$ cat src/rtl/maquina_programada.sv
// Two-floor elevator controller: Moore FSM with a travel timer for each move.
// Outputs are decoded from the state register only.
//
// state | meaning
// F1    | parked at floor 1, motor off
// UP    | moving up, motor up on
// F2    | parked at floor 2, motor off
// DN    | moving down, motor down on
module maquina_programada #(
  parameter int TRAVEL_CYCLES = 2
) (
  input  logic clk,
  input  logic rst,
  input  logic in1,
  input  logic in2,
  output logic state1,
  output logic state2,
  output logic out1,
  output logic out2
);

  typedef enum logic [1:0] {
    F1 = 2'b00,
    UP = 2'b01,
    F2 = 2'b10,
    DN = 2'b11
  } state_t;

  localparam logic [7:0] CNT_LAST = 8'(TRAVEL_CYCLES - 1);

  state_t     state, state_nx;
  logic [7:0] cnt, cnt_nx;

  always_ff @(posedge clk or posedge rst) begin
    if (rst) begin
      state <= F1;
      cnt   <= '0;
    end else begin
      state <= state_nx;
      cnt   <= cnt_nx;
    end
  end

  // Only a single unambiguous call for the other floor starts a move;
  // inputs are ignored while travelling.
  always_comb begin
    state_nx = state;
    cnt_nx   = cnt;
    case (state)
      F1: begin
        if (!in1 && in2) begin
          state_nx = UP;
          cnt_nx   = '0;
        end
      end
      UP: begin
        if (cnt == CNT_LAST) begin
          state_nx = F2;
          cnt_nx   = '0;
        end else begin
          cnt_nx = cnt + 8'd1;
        end
      end
      F2: begin
        if (in1 && !in2) begin
          state_nx = DN;
          cnt_nx   = '0;
        end
      end
      DN: begin
        if (cnt == CNT_LAST) begin
          state_nx = F1;
          cnt_nx   = '0;
        end else begin
          cnt_nx = cnt + 8'd1;
        end
      end
      default: begin
        state_nx = F1;
        cnt_nx   = '0;
      end
    endcase
  end

  assign state1 = state[0];
  assign state2 = state[1];
  assign out1   = (state == UP);
  assign out2   = (state == DN);

endmodule

$ cat config.mk
export PLATFORM = sky130hd
export DESIGN_NAME = maquina_programada
export DESIGN_NICKNAME = d
export VERILOG_FILES = /design/src/rtl/maquina_programada.sv
export SDC_FILE = /design/constraint.sdc
export NUM_CORES = 1
export LEC_CHECK = 0
export BUFFER_PORTS_ARGS = -buffer_cell sky130_fd_sc_hd__buf_2
export CORE_MARGIN = 3
export CORE_UTILIZATION = 45
export DETAILED_ROUTE_END_ITERATION = 7
export PLACE_DENSITY = 0.67
export SLEW_MARGIN = 25
export SYNTH_ARGS = -nofsm -noshare
export SYNTH_HDL_FRONTEND = slang
export SYNTH_SLANG_ARGS = --single-unit
export TNS_END_PERCENT = 100
$ cat constraint.sdc
create_clock -name clk -period 1.94 [get_ports clk]
set_clock_uncertainty 0.2 [all_clocks]
set_input_delay 0 -clock clk [delete_from_list [all_inputs] [get_ports clk]]
set_output_delay 0 -clock clk [all_outputs]
set_load 0.03 [all_outputs]
==> impl_summary.log <==
[metrics] run status: complete, no violations
[metrics] Initial DRC Count: 4
[metrics] clock tree from TritonCTS: yes
[metrics] cell count after placement: between 90 and 100
[metrics] Clock Tree Root: sky130_fd_sc_hd__clkbuf_4
[metrics] area occupied by multi-input gates: 472 sq um
[metrics] count of TritonRoute iterations in the first routing pass: 3
[metrics] worst setup path startpoint: state[1]
[metrics] Die X: 45.3 microns
[metrics] maximum clock frequency: around 0.53 GHz
[metrics] final setup violation count: 0
[metrics] Post-Synth Adder-Cell Area: 10.8%
[metrics] total track usage: between 15 and 20%
[metrics] clk buf depth: 2
[metrics] number of standard-cell rows in the floorplan: 13
[metrics] largest family of logic cells by synthesized area: compound AO/OA/AOI/OAI gates
[metrics] data required time of the worst path: between 1.5 and 2 ns
[metrics] layout-stage area growth over the synthesis result: 30.4%
[metrics] fill cell instance count of the final layout: around 110
[metrics] depth of the most critical reg-to-reg path: 5
[metrics] Sinks on Clock Net: 10
[metrics] clock transition at the registers of the reported paths: about 0.070 ns
[metrics] detailed-route DRC error count: 0
[metrics] Mapped Area: 696 sq um
[metrics] sequential cell area: 253 sq um
[metrics] Static Leak: 0.417 nW
[metrics] HPWL reported at the end of detailed placement: between 1 and 1.5 mm
[metrics] # nets final: 97
[metrics] category of the worst setup path launch point: flip-flop
[metrics] top post-synthesis cells by area: sky130_fd_sc_hd__dfrtp_1 36%, sky130_fd_sc_hd__ha_1 11%, sky130_fd_sc_hd__nor4_2 3.6%
[metrics] aggregate global routing overflow: 0
[metrics] antenna violations before repair: 0
[metrics] transition time at the pin with the least slew margin: 0.407 ns
[metrics] DRT antenna net count: 0
[metrics] overall routed net length: 1.46 mm
[metrics] compound-cell area share of the yosys netlist: 24.1%
[metrics] capture point of the critical path: state[1]
[metrics] xor and xnor area share after synthesis: 0%
[metrics] Hold WC Path Type: primary input to asynchronous set/reset pin
[metrics] critical setup path kind: flip-flop to flip-flop
[metrics] total number of vias: 595
[metrics] number of antenna cells inserted: 0
[metrics] worst flop-to-flop path endpoint: state[1]
[metrics] average via count per standard cell: 5.89
[metrics] library cell with the largest summed area after synthesis: sky130_fd_sc_hd__dfrtp_1
[metrics] power density over the cells: 1330 mW/mm^2
[metrics] reg2reg setup slack: roughly 0.057 ns
[metrics] I/O pin count: 8
[metrics] number of endpoints with negative hold slack in the final report: 0
[metrics] Setup Total Neg Slack: 0 ns
[metrics] cells after synthesis: 65
[metrics] Max-slew headroom: 72.8%
[metrics] number of buffers inserted during clock tree synthesis: 3
[metrics] post-route fraction of the period consumed by the critical path: between 90% and 100%
[metrics] Layout Cells excl Fill: about 100
[metrics] number of register bits inferred by synthesis: 10
[metrics] Worst setup EP type: flip-flop
[metrics] share of Yosys cell area claimed by the top area cell type: a little over a third
[metrics] proportion of synthesized area in mux cells: 3.06%
[metrics] simple-gate area share of the yosys netlist: 22.3%
[metrics] Syn. warnings: 0
[metrics] PortBufs: 7
[metrics] fraction of layout cells with a size suffix above 1: 44.2%
[metrics] RePlAce Congestion: 0.765
[metrics] Starting Density: 50.3%
[metrics] floorplan core area: 0.00138 sq mm
[metrics] sequential element share of the synthesized area: a little over a third
[metrics] syn avg cell area: 10.7 sq um
[metrics] clock latency of the later-clocked register in the worst-skew pair: 0.26 ns
[metrics] Die Span Y: approximately 45 microns
[metrics] overall power after layout: 1.21 mW
[metrics] final slew viol count: 0
[metrics] RSZ-0062 raised after global routing: true
[metrics] via count of the first global-routing pass: 608
[metrics] first-pass GRT wire length: 2.64 mm
[metrics] worst-case setup margin in the final layout: 0.0574 ns
[metrics] area enclosed by the die boundary: 0.00205 sq mm
[metrics] count of max-cap constraint violations: 0
[metrics] worst r2r src: state[1]
[metrics] average detailed-routed wire length per instance: 14.5 microns
[metrics] post-layout min period: 1.88 ns
[metrics] count of unique library cells instantiated by Yosys: 34
[metrics] signal arrival time at the worst endpoint: 1.84 ns
[metrics] worst-case vdd ir drop: 936 uV
[metrics] pre-CTS setup slack: -0.0120 ns
[metrics] H-tree Lvls: 1
[metrics] highest fanout seen on the critical path: 5
[metrics] number of nets produced by synthesis: 75
[metrics] largest net degree at the start of global routing: 11
==> cells in the final DEF, fill, tap and decap left out, types with 3 or more instances in the layout <==
master / n
sky130_fd_sc_hd__clkbuf_4: 3
sky130_fd_sc_hd__a21oi_1: 4
sky130_fd_sc_hd__ha_1: 5
sky130_fd_sc_hd__buf_2: 7
sky130_fd_sc_hd__dfrtp_1: 8
sky130_fd_sc_hd__buf_4: 9
==> layer usage <==
layer	global-route usage, %	vias up	part of all wire [%]
met5	0	-	0
met4	7.60	0	1.9
met3	6.37	4	3.3
met2	28.8	8	51
met1	21.0	292	44
li1	-	291	-
==> cell type report <==
type | count | area share (%)
Clock buffer | 4 | 2.90
Multi-Input combinational cell | 50 | 52.0
Sequential cell | 10 | 27.9
Timing Repair Buffer | 18 | 13.5
Inverter | 4 | 1.66
Tap cell | 15 | 2.07
==> critical path, stage by stage (launching register included) <==
cell and delay (ns):
sky130_fd_sc_hd__dfrtp_2 0.41, sky130_fd_sc_hd__buf_4 0.15, sky130_fd_sc_hd__ha_1 0.25, sky130_fd_sc_hd__a21o_2 0.27, sky130_fd_sc_hd__a21oi_4 0.18, sky130_fd_sc_hd__mux2_4 0.31
==> synth_stat cells (all sizes together) <==
master and number:
o31ai 1, and3b 1, dfrtp 10, o2111a 2, nand2b 2, o32ai 1
buf 1, inv 4, mux2 1, a32oi 1, o21ai 3, a21oi 6
a31oi 2, nor4 2, nand3 2, nor2 2, nand2 2, ha 6
a2111oi 1, nor4b 1, mux2i 1, o21bai 1, nor3b 2, and3 1
or3b 2, o21a 1, o41ai 1, a21o 1, nor3 4
==> cell families (layout without fill, tap and decap cells) <==
logic type / count (synthesis) / count (layout)
buf+inv: 5 / 26
fa+ha+maj: 6 / 6
mux: 2 / 2
simple gates: 21 / 21
compound gates: 21 / 21
flops: 10 / 10
==> worst min path at each step <==
stage | cells past startpoint | end | startpoint | slack [ns]
after floorplan | 1 | cnt[0] | rst | -0.36
after global placement | 2 | cnt[3] | rst | -0.19
after detailed placement | 2 | cnt[3] | rst | -0.19
after CTS | 3 | cnt[1] | in1 | 0.04
after global routing | 3 | cnt[5] | rst | 0.09
final | 3 | cnt[3] | rst | 0.06
==> repair_timing <==
action,CTS,global route
pin swaps,1,1
gates cloned,0,0
buffers inserted,1,0
gates resized for setup,1,5
hold buffers,2,0
setup endpoints to repair,2,10
endpoints found under the hold margin,11,0
==> stage by stage <==
stage | utilization (%) | hold slack, ns | cell area (sq um)
finish | 65.6 | 0.0569 | 907
global route | 65.6 | 0.0923 | 907
CTS | 63.2 | 0.0449 | 873
detailed placement | 59.1 | -0.188 | 817
global placement | 59.1 | -0.193 | 817
floorplan | - | -0.360 | 714
==> flip-flops by register name (all words and copies together), names as in the netlist <==
signal	cells
cnt	8
state	2
==> where the power goes <==
group          total [mW]  switching (mW)  internal [mW]
combinational       0.778           0.442          0.336
clock               0.151          0.0711         0.0795
sequential          0.282          0.0269          0.255
Note: power is estimated with default switching activity, not from simulation.
